**src/rtl/mr3_spot_conditioner_if.sv**
```systemverilog
// Signal bundle between the MR3 spot conditioner and its driver/consumer.
// The slave side is the conditioner; the master side drives the sensor and the clear strobe.
interface mr3_spot_conditioner_if;
   logic       sensor_raw;
   logic       clear_count;
   logic       mr3_spot;
   logic       cooldown_active;
   logic       forced_release;
   logic [7:0] request_count;

   modport master (
      output sensor_raw,
      output clear_count,
      input  mr3_spot,
      input  cooldown_active,
      input  forced_release,
      input  request_count
   );

   modport slave (
      input  sensor_raw,
      input  clear_count,
      output mr3_spot,
      output cooldown_active,
      output forced_release,
      output request_count
   );
endinterface

```
**src/rtl/mr3_spot_conditioner.sv**
```systemverilog
// MR3 presence conditioner: synchronise, debounce, bounded-dwell request with cooldown
// and a saturating grant counter.
//
//   state    | meaning
//   ---------+-----------------------------------------------------------
//   ST_IDLE  | request low, waiting for debounced sensor high
//   ST_HOLD  | request high, dwell timer running (MIN..MAX cycles)
//   ST_COOL  | request low for COOLDOWN_CYCLES, sensor ignored
//   ST_BAD   | illegal encoding, recovers to ST_IDLE
module mr3_spot_conditioner #(
   parameter int DEBOUNCE_CYCLES = 4,
   parameter int MIN_HOLD_CYCLES = 16,
   parameter int MAX_HOLD_CYCLES = 64,
   parameter int COOLDOWN_CYCLES = 8
) (
   input  logic                  clk,
   input  logic                  reset,
   mr3_spot_conditioner_if.slave bus
);

   if (DEBOUNCE_CYCLES < 1 || DEBOUNCE_CYCLES > 255 ||
       MIN_HOLD_CYCLES < 1 || MIN_HOLD_CYCLES > 255 ||
       MAX_HOLD_CYCLES < MIN_HOLD_CYCLES || MAX_HOLD_CYCLES > 255 ||
       COOLDOWN_CYCLES < 1 || COOLDOWN_CYCLES > 255) begin : g_param_check
      $error("mr3_spot_conditioner: illegal parameter combination");
   end

   localparam logic [7:0] L_DEB     = 8'(DEBOUNCE_CYCLES);
   localparam logic [7:0] L_MIN_M1  = 8'(MIN_HOLD_CYCLES - 1);
   localparam logic [7:0] L_MAX_M1  = 8'(MAX_HOLD_CYCLES - 1);
   localparam logic [7:0] L_COOL_M1 = 8'(COOLDOWN_CYCLES - 1);

   typedef enum logic [1:0] {
      ST_IDLE = 2'b00,
      ST_HOLD = 2'b01,
      ST_COOL = 2'b10,
      ST_BAD  = 2'b11
   } state_t;

   logic       r_s1;
   logic       r_s2;
   logic       r_deb;
   logic [7:0] r_deb_cnt;
   logic [7:0] w_deb_cnt_inc;

   state_t     r_state;
   state_t     w_state_nxt;
   logic [7:0] r_hold_timer;
   logic [7:0] w_hold_nxt;
   logic [7:0] r_cool_timer;
   logic [7:0] w_cool_nxt;
   logic       w_grant;
   logic       w_force;

   logic       r_mr3_spot;
   logic       r_cooldown_active;
   logic       r_forced_release;
   logic [7:0] r_request_count;

   always_ff @(posedge clk or posedge reset) begin
      if (reset) begin
         r_s1 <= 1'b0;
         r_s2 <= 1'b0;
      end else begin
         r_s1 <= bus.sensor_raw;
         r_s2 <= r_s1;
      end
   end

   assign w_deb_cnt_inc = r_deb_cnt + 8'd1;

   // Level only moves after DEBOUNCE_CYCLES consecutive disagreeing samples.
   always_ff @(posedge clk or posedge reset) begin
      if (reset) begin
         r_deb     <= 1'b0;
         r_deb_cnt <= 8'd0;
      end else if (r_s2 == r_deb) begin
         r_deb_cnt <= 8'd0;
      end else if (w_deb_cnt_inc == L_DEB) begin
         r_deb     <= r_s2;
         r_deb_cnt <= 8'd0;
      end else begin
         r_deb_cnt <= w_deb_cnt_inc;
      end
   end

   always_comb begin
      w_state_nxt = r_state;
      w_hold_nxt  = r_hold_timer;
      w_cool_nxt  = r_cool_timer;
      w_grant     = 1'b0;
      w_force     = 1'b0;
      case (r_state)
         ST_IDLE: begin
            if (r_deb) begin
               w_state_nxt = ST_HOLD;
               w_hold_nxt  = 8'd0;
               w_grant     = 1'b1;
            end
         end
         ST_HOLD: begin
            // The MAX bound is tested first so it wins when both releases coincide.
            if (r_hold_timer == L_MAX_M1) begin
               w_state_nxt = ST_COOL;
               w_cool_nxt  = 8'd0;
               w_force     = 1'b1;
            end else if (r_hold_timer >= L_MIN_M1 && !r_deb) begin
               w_state_nxt = ST_COOL;
               w_cool_nxt  = 8'd0;
            end else begin
               w_hold_nxt  = r_hold_timer + 8'd1;
            end
         end
         ST_COOL: begin
            if (r_cool_timer == L_COOL_M1) begin
               w_state_nxt = ST_IDLE;
            end else begin
               w_cool_nxt  = r_cool_timer + 8'd1;
            end
         end
         default: begin
            w_state_nxt = ST_IDLE;
            w_hold_nxt  = 8'd0;
            w_cool_nxt  = 8'd0;
         end
      endcase
   end

   // Outputs are decoded from the next state so they line up with the state register.
   always_ff @(posedge clk or posedge reset) begin
      if (reset) begin
         r_state           <= ST_IDLE;
         r_hold_timer      <= 8'd0;
         r_cool_timer      <= 8'd0;
         r_mr3_spot        <= 1'b0;
         r_cooldown_active <= 1'b0;
         r_forced_release  <= 1'b0;
      end else begin
         r_state           <= w_state_nxt;
         r_hold_timer      <= w_hold_nxt;
         r_cool_timer      <= w_cool_nxt;
         r_mr3_spot        <= (w_state_nxt == ST_HOLD);
         r_cooldown_active <= (w_state_nxt == ST_COOL);
         r_forced_release  <= w_force;
      end
   end

   always_ff @(posedge clk or posedge reset) begin
      if (reset) begin
         r_request_count <= 8'd0;
      end else if (bus.clear_count) begin
         r_request_count <= 8'd0;
      end else if (w_grant && r_request_count != 8'hFF) begin
         r_request_count <= r_request_count + 8'd1;
      end
   end

   assign bus.mr3_spot        = r_mr3_spot;
   assign bus.cooldown_active = r_cooldown_active;
   assign bus.forced_release  = r_forced_release;
   assign bus.request_count   = r_request_count;

endmodule

```
**src/flat_wrapper.sv**
```systemverilog
// flat-port wrapper written by rule: the top's interface ports become plain ports
module mr3_spot_conditioner_flat 
#(
   parameter int DEBOUNCE_CYCLES = 4,
   parameter int MIN_HOLD_CYCLES = 16,
   parameter int MAX_HOLD_CYCLES = 64,
   parameter int COOLDOWN_CYCLES = 8
)
  (clk, reset, bus_sensor_raw, bus_clear_count, bus_mr3_spot, bus_cooldown_active, bus_forced_release, bus_request_count);
  mr3_spot_conditioner_if bus_i ();
  input  logic clk;
  input  logic reset;
  input wire logic [$bits(bus_i.sensor_raw)-1:0] bus_sensor_raw;
  input wire logic [$bits(bus_i.clear_count)-1:0] bus_clear_count;
  output wire logic [$bits(bus_i.mr3_spot)-1:0] bus_mr3_spot;
  output wire logic [$bits(bus_i.cooldown_active)-1:0] bus_cooldown_active;
  output wire logic [$bits(bus_i.forced_release)-1:0] bus_forced_release;
  output wire logic [$bits(bus_i.request_count)-1:0] bus_request_count;
  assign bus_i.sensor_raw = bus_sensor_raw;
  assign bus_i.clear_count = bus_clear_count;
  assign bus_mr3_spot = bus_i.mr3_spot;
  assign bus_cooldown_active = bus_i.cooldown_active;
  assign bus_forced_release = bus_i.forced_release;
  assign bus_request_count = bus_i.request_count;
  mr3_spot_conditioner #(.DEBOUNCE_CYCLES(DEBOUNCE_CYCLES), .MIN_HOLD_CYCLES(MIN_HOLD_CYCLES), .MAX_HOLD_CYCLES(MAX_HOLD_CYCLES), .COOLDOWN_CYCLES(COOLDOWN_CYCLES)) u_core (.clk(clk), .reset(reset), .bus(bus_i));
endmodule
```
**config.mk**
```make
export PLATFORM = sky130hd
export DESIGN_NAME = mr3_spot_conditioner_flat
export DESIGN_NICKNAME = d
export VERILOG_FILES = /design/src/rtl/mr3_spot_conditioner_if.sv /design/src/rtl/mr3_spot_conditioner.sv /design/src/flat_wrapper.sv
export SDC_FILE = /design/constraint.sdc
export NUM_CORES = 1
export LEC_CHECK = 0
export BUFFER_PORTS_ARGS = -buffer_cell sky130_fd_sc_hd__buf_4
export CAP_MARGIN = 20
export CORE_AREA = 5 5 75 77
export DETAILED_ROUTE_END_ITERATION = 7
export DIE_AREA = 0 0 80 82
export GPL_TIMING_DRIVEN = 0
export PLACE_DENSITY = 0.6
export SYNTH_ARGS = -nofsm -noshare
export SYNTH_HDL_FRONTEND = slang
export SYNTH_SLANG_ARGS = --single-unit
```
**constraint.sdc**
```tcl
create_clock -name clk -period 2.6 [get_ports clk]
set_input_delay 0.78 -clock clk [delete_from_list [all_inputs] [get_ports clk]]
set_output_delay 0.78 -clock clk [all_outputs]
set_load 0.02 [all_outputs]
```
==> results of run 1 <==
[area by class of cell]
| type | instances | area share [%] |
|---|---|---|
| well taps | 70 | 3.63 |
| multi-input cells | 159 | 43.3 |
| repair buffers | 13 | 4.04 |
| inverters | 10 | 1.56 |
| plain buffers | 6 | 0.985 |
| clock buffers | 6 | 3.42 |
| clock inverters | 2 | 1.61 |
| flip-flops and latches | 40 | 41.5 |
[metrics by stage]
| step | hold WS [ps] | worst slack [ps] | instances | total power [W] |
|---|---|---|---|---|
| floorplan | 331 | 481 | 215 | 0.00127 |
| global placement | 337 | 293 | 298 | 0.00143 |
| detailed placement | 349 | 331 | 298 | 0.00144 |
| CTS | 371 | 305 | 306 | 0.00199 |
| global route | 385 | 201 | 306 | 0.00210 |
| finish | 362 | 319 | 306 | 0.00197 |
[path summary, 6_finish.rpt]
check,depth (start not counted),startpoint,to,slack (ps)
setup / recovery,6,u_core.r_hold_timer[0],u_core.r_hold_timer[5],320
hold / removal,0,u_core.r_s1,u_core.r_s2,360
setup reg to reg,6,u_core.r_hold_timer[0],u_core.r_hold_timer[5],320
hold reg to reg,0,u_core.r_s1,u_core.r_s2,360
max in group asynchronous,2,reset,u_core.r_cool_timer[5],1390
min in group asynchronous,2,reset,u_core.r_deb_cnt[1],660
[cell usage after synthesis (all sizes together), types with 4 or more instances]
library cell / number / share of area, %
a21oi: 6 / 1.4
xor2: 9 / 3.7
a31oi: 5 / 1.5
o21ai: 11 / 2.6
and3: 5 / 1.5
inv: 10 / 1.8
dfrtp: 40 / 48
nand2: 11 / 2.0
nand4: 4 / 1.2
and2: 4 / 1.2
ha: 5 / 3.0
xnor2: 4 / 1.7
or3: 10 / 3.3
nor4b: 4 / 1.7
mux2i: 8 / 3.8
clkbuf: 4 / 0.71
nor3: 6 / 1.4
nor2: 19 / 3.4
o211ai: 5 / 1.8
nand3: 14 / 3.3
nand2b: 4 / 1.2
[cell families after synthesis]
kind of cell / after synthesis
simple gates: 90
compound gates: 42
flops: 40
buf+inv: 16
xor+xnor: 13
mux: 9
fa+ha+maj: 5
[flip-flops by register name, summed over array words and instances (netlist names)]
signal / count
u_core.r_hold_timer: 8
u_core.r_s2: 1
u_core.r_deb_cnt: 8
u_core.bus.forced_release: 1
u_core.r_s1: 1
u_core.bus.cooldown_active: 1
u_core.bus.request_count: 8
u_core.r_cool_timer: 8
u_core.r_state: 2
u_core.bus.mr3_spot: 1
u_core.r_deb: 1
[per-layer routing]
layer	GRT usage, %	vias up	wire length (um)
met5	0	-	0
met4	3.55	0	29
met3	3.62	2	120
met2	24.3	18	1930
met1	18.7	815	2130
li1	-	831	-
[critical path, stage by stage, from the launching register on]
cell	delay (ps)
dfrtp_1	440
ha_1	230
and3_1	180
clkbuf_1	180
o41a_1	450
or4b_1	550
mux2i_1	140
[power by group through the flow]
stage                     clock network, W  logic, W  registers, W
after floorplan                          0  0.000429      0.000836
after CTS                         0.000559  0.000597      0.000830
final                             0.000546  0.000590      0.000831
after detailed placement                 0  0.000598      0.000841
after global placement                   0  0.000589      0.000839
after global routing              0.000584  0.000672      0.000847
[placed cells by master (no fill, tap or decap), types with 5 or more instances in the layout]
master    netlist  routed
or3_1           8       8
a21oi_1         6       6
buf_4           0      13
clkbuf_8        0       6
xor2_1          9       9
a31oi_1         5       5
dfrtp_1        40      40
mux2i_1         8       8
nand3_1        14      14
nor3_1          6       6
nor2_1         19      19
o211ai_1        5       5
nand2_1        11      11
inv_1          10       9
o21ai_0        11      11
ha_1            5       5
==> impl_results.md, run 1 <==
- Grt ovf: 0
- Port bufs: 13
- CTS root buf: clkbuf_8
- WP data required: 2780 ps
- # resized after CTS: 0
- Synth Area in Adders: 2.97%
- RePlAce Congestion: 0.801
- DRC: 0
- Hold Fails Final Rpt: 0
- Netlist cell types: 45
- CTS H-tree depth: 2
- Multi-input logic area: 1040 um2
- Total GRT Usage: 14.5%
- Hold Crit Class: reg -> reg
- Fin util: 48.8%
- Share of cells above drive strength 1: 11.9%
- Period utilization: 87.7%
- Max cap viols: 0
- Clk buf depth: 2
- CP Max Fanout: 10
- Die area: 6560 um2
- Gate power share: 30.0%
- Area Overhead vs Synth: 14.5%
- First-pass GRT wire length: 7540 um
- Post-synthesis sequential area ratio: 47.5%
- Starting DRC count in detailed routing: 116
- Fin Setup TNS: 0 ps
- Pint: 0.00128 W
- Ant. Diodes: 0
- Clk sinks: 40
- Synthesized instance count: 215
- Crit start category: register
- Peak supply drop: 0.324 mV
- RSZ-0062 raised after global routing: false
- Layout net count: 244
- Flop pwr share: 42.2%
- Num rows: 26
- Sw frac: 35.2%
- Crit. End Element: register
- Post-DP HPWL: 2920 um
- Clk_skew: 7.56 ps
- Post-Syn Area: 2110 um2
- Synth Area in Compound Gates: 13.5%
- Clock Latency Late Sink: 290 ps
- Main synth FF type: dfrtp_1
- Number of global-route vias before repair: 1,603
- Post-synthesis simple-gate area fraction: 23.4%
- Placed Instance Area: 2290 um2
- Warnings, synthesis: 0
- Largest family of logic cells by synthesized area: simple AND/OR/NAND/NOR gates
- Worst slew margin: 42.8%
- Fraction of registers with async set/reset: 100%
- Post-synthesis mux area share: 4.33%
- Register area: 1000 um2
- Synth Area in XOR/XNOR: 5.40%
- Least-Margin Pin Slew: 856 ps
- IO Count: 15
- Synthesized area per cell: 9.80 um2
- Die H: 82 um
- Power per cell area: 815 nW/um2
- Sw power: 0.000692 W
- Post-DRT Antenna Nets: 0
- FMAX: 438 MHz
- Finish-stage setup viols: 0
- Tmin final: 2280 ps
- Slew Viols, Final: 0
- Largest net degree at the start of global routing: 41
- Static Leak: 1.07 nW
- Detailed Routing Iterations Pass 1: 5
- Reg clk slew, reported paths: 90 ps
- Mapped Nets: 224
- Filler cells: 496
- Post-synth EDFFs: 0
- Initial antenna violation count: 0
- FF+latch count, synth: 40
- Vias: 1,666
- Initial Util: 42.6%
- Data arrival, critical path: 2460 ps
- Kind of critical path: reg -> reg
- Status: finished clean
- Cts bufs inserted: 5
- CTS Hold Buffers Added: 0
- Clock power frac: 27.7%
- CTS tree: done
- Via/cell ratio: 5.44
- Drt total wl: 4210 um
- Core ar.: 4940 um2
- Setup Fix Bufs, Post-CTS: 0
- Post-route cell area: 2410 um2
- Routed len/inst: 13.8 um
- Die width: 80 um
No activity file was read; power rests on OpenSTA's default activity.
==> run 2: changes to the inputs <==
--- a/config.mk
+++ b/config.mk
@@ -12,6 +12,7 @@
 export DIE_AREA = 0 0 80 82
 export GPL_TIMING_DRIVEN = 0
 export PLACE_DENSITY = 0.6
+export REMOVE_ABC_BUFFERS = 1
 export SYNTH_ARGS = -nofsm -noshare
 export SYNTH_HDL_FRONTEND = slang
 export SYNTH_SLANG_ARGS = --single-unit
==> run 2 against run 1 <==
Non-clock buffer count shrank 4. Total power fell by 9.0%. Utilization is 0.99 points lower. Sequential power up 3.9%. Final area is 2.0% lower. Via count decreased by 1.4%. Largest cell class unchanged. Largest power group unchanged.
==> impl_results.md, run 2 (synthesized netlist as in run 1, its figures left out) <==
- Status: finished clean (unchanged)
- Static Leak: 1.05 nW (was 1.07 nW)
- Reg clk slew, reported paths: 80 ps (was 90 ps)
- RePlAce Congestion: 0.759 (was 0.801)
- Hold path start: u_core.r_s1 (unchanged)
- WP data required: 2780 ps (about the same)
- Hold Fails Final Rpt: 0 (unchanged)
- Max cap viols: 0 (unchanged)
- Share of cells above drive strength 1: 12.1% (was 11.9%)
- Hold Crit Class: reg -> reg (unchanged)
- Total GRT Usage: 14.2% (was 14.5%)
- Crit. End Element: register (unchanged)
- Post-route cell area: 2360 um2 (was 2410 um2)
- DRC: 0 (unchanged)
- Vias: 1,642 (was 1,666)
- Starting DRC count in detailed routing: 92 (was 116)
- CTS H-tree depth: 2 (unchanged)
- Cts bufs inserted: 5 (unchanged)
- CP Max Fanout: 10 (unchanged)
- Setup Fix Bufs, Post-CTS: 0 (unchanged)
- Number of global-route vias before repair: 1,603 (unchanged)
- # resized after CTS: 0 (unchanged)
- Die area: 6560 um2 (unchanged)
- Power per cell area: 757 nW/um2 (was 815 nW/um2)
- Tmin final: 2200 ps (was 2280 ps)
- Reg2Reg Depth: 5 (was 6)
- Hold EP: u_core.r_s2 (unchanged)
- Drt total wl: 3940 um (was 4210 um)
- Crit start category: register (unchanged)
- Clk_skew: 5.44 ps (was 7.56 ps)
- CTS root buf: clkbuf_8 (unchanged)
- Post-DP HPWL: 2750 um (was 2920 um)
- Clock Latency Late Sink: 290 ps (about the same)
- IO Count: 15 (unchanged)
- Num rows: 26 (unchanged)
- Kind of critical path: reg -> reg (unchanged)
- Core ar.: 4940 um2 (unchanged)
- Most frequent cells in the layout: 40 x dfrtp_1, 19 x nor2_1, 15 x buf_4 (was 40 x dfrtp_1, 19 x nor2_1, 14 x nand3_1)
- Least-Margin Pin Slew: 832 ps (was 856 ps)
- Die H: 82 um (unchanged)
- Initial Util: 42.6% (unchanged)
- Period utilization: 84.5% (was 87.7%)
- Slew Viols, Final: 0 (unchanged)
- Finish-stage setup viols: 0 (unchanged)
- RSZ-0062 raised after global routing: false (unchanged)
- Routed len/inst: 13.1 um (was 13.8 um)
- Port bufs: 14 (was 13)
- Ant. Diodes: 0 (unchanged)
- Clk sinks: 40 (unchanged)
- Worst slew margin: 44.4% (was 42.8%)
- Post-DRT Antenna Nets: 0 (unchanged)
- Worst hold path depth: 0 (unchanged)
- FMAX: 455 MHz (was 438 MHz)
- R2R Path End: u_core.r_hold_timer[5] (unchanged)
- Clk buf depth: 2 (unchanged)
- Layout net count: 240 (was 244)
- Grt ovf: 0 (unchanged)
- Placed Instance Area: 2280 um2 (was 2290 um2)
- Peak supply drop: 0.402 mV (was 0.324 mV)
- First-pass GRT wire length: 7400 um (was 7540 um)
- Detailed Routing Iterations Pass 1: 4 (was 5)
- Reg2Reg Launch Point: u_core.r_hold_timer[0] (unchanged)
- FF-to-FF setup slack: 400 ps (was 320 ps)
- Via/cell ratio: 5.46 (was 5.44)
- Fin Setup TNS: 0 ps (unchanged)
- Data arrival, critical path: 2370 ps (was 2460 ps)
- CTS Hold Buffers Added: 0 (unchanged)
- CTS tree: done (unchanged)
- Initial antenna violation count: 0 (unchanged)
- Largest net degree at the start of global routing: 41 (unchanged)
- Commonest non-fill, non-tap cell in the layout: dfrtp_1 (unchanged)
- Area Overhead vs Synth: 12.2% (was 14.5%)
- Die width: 80 um (unchanged)
-- run 2: metal layers --
layer	part of all wire (%)	wire, um	global-route usage (%)	vias up
li1	-	-	-	819
met1	51	2000	20.3	785
met2	44	1730	21.0	30
met3	3.6	143	3.40	8
met4	1.6	62	5.07	0
met5	0	0	0	-
-- run 2: power by group --
group	switching [W]	internal, W	total [W]
logic	0.000297	0.000235	0.000532
registers	0.000142	0.000720	0.000863
clock network	0.000214	0.000182	0.000396
total	0.000653	0.00114	0.00179
-- run 2: how the worst max path moves through the flow --
| stage | from | to | depth (start not counted) |
|---|---|---|---|
| after floorplan | u_core.r_state[1] | u_core.bus.request_count[7] | 4 |
| after global placement | u_core.r_state[1] | u_core.bus.request_count[7] | 4 |
| after detailed placement | u_core.r_hold_timer[0] | u_core.r_hold_timer[5] | 5 |
| after CTS | u_core.r_hold_timer[0] | u_core.r_hold_timer[5] | 5 |
| after global routing | u_core.r_state[1] | u_core.bus.request_count[7] | 5 |
| final | u_core.r_hold_timer[0] | u_core.r_hold_timer[5] | 5 |
-- run 2: worst max-delay path, cell delays in order (launching register included) --
cell	delay, ps
dfrtp_1	430
ha_1	240
and3_1	280
o41a_1	430
or4b_1	570
mux2i_1	140
-- run 2: layout make-up --
| cell class | instances | area, um2 |
|---|---|---|
| Tap cell | 70 | 87.6 |
| Inverter | 10 | 37.5 |
| Clock buffer | 5 | 68.8 |
| Multi-Input combinational cell | 159 | 1040 |
| Timing Repair Buffer | 15 | 113 |
| Clock inverter | 2 | 12.5 |
| Sequential cell | 40 | 1000 |
| Fill cell | 507 | 2580 |
-- run 2: through the flow --
stage	setup WS, ps	total power, W	instances	util (%)	hold WS, ps
final	404	0.00179	301	47.8	357
after global routing	197	0.00194	301	47.8	370
after CTS	399	0.00182	301	47.8	363
after detailed placement	431	0.00142	294	46.2	345
after global placement	48.1	0.00141	293	46.0	345
after floorplan	563	0.00125	209	-	331
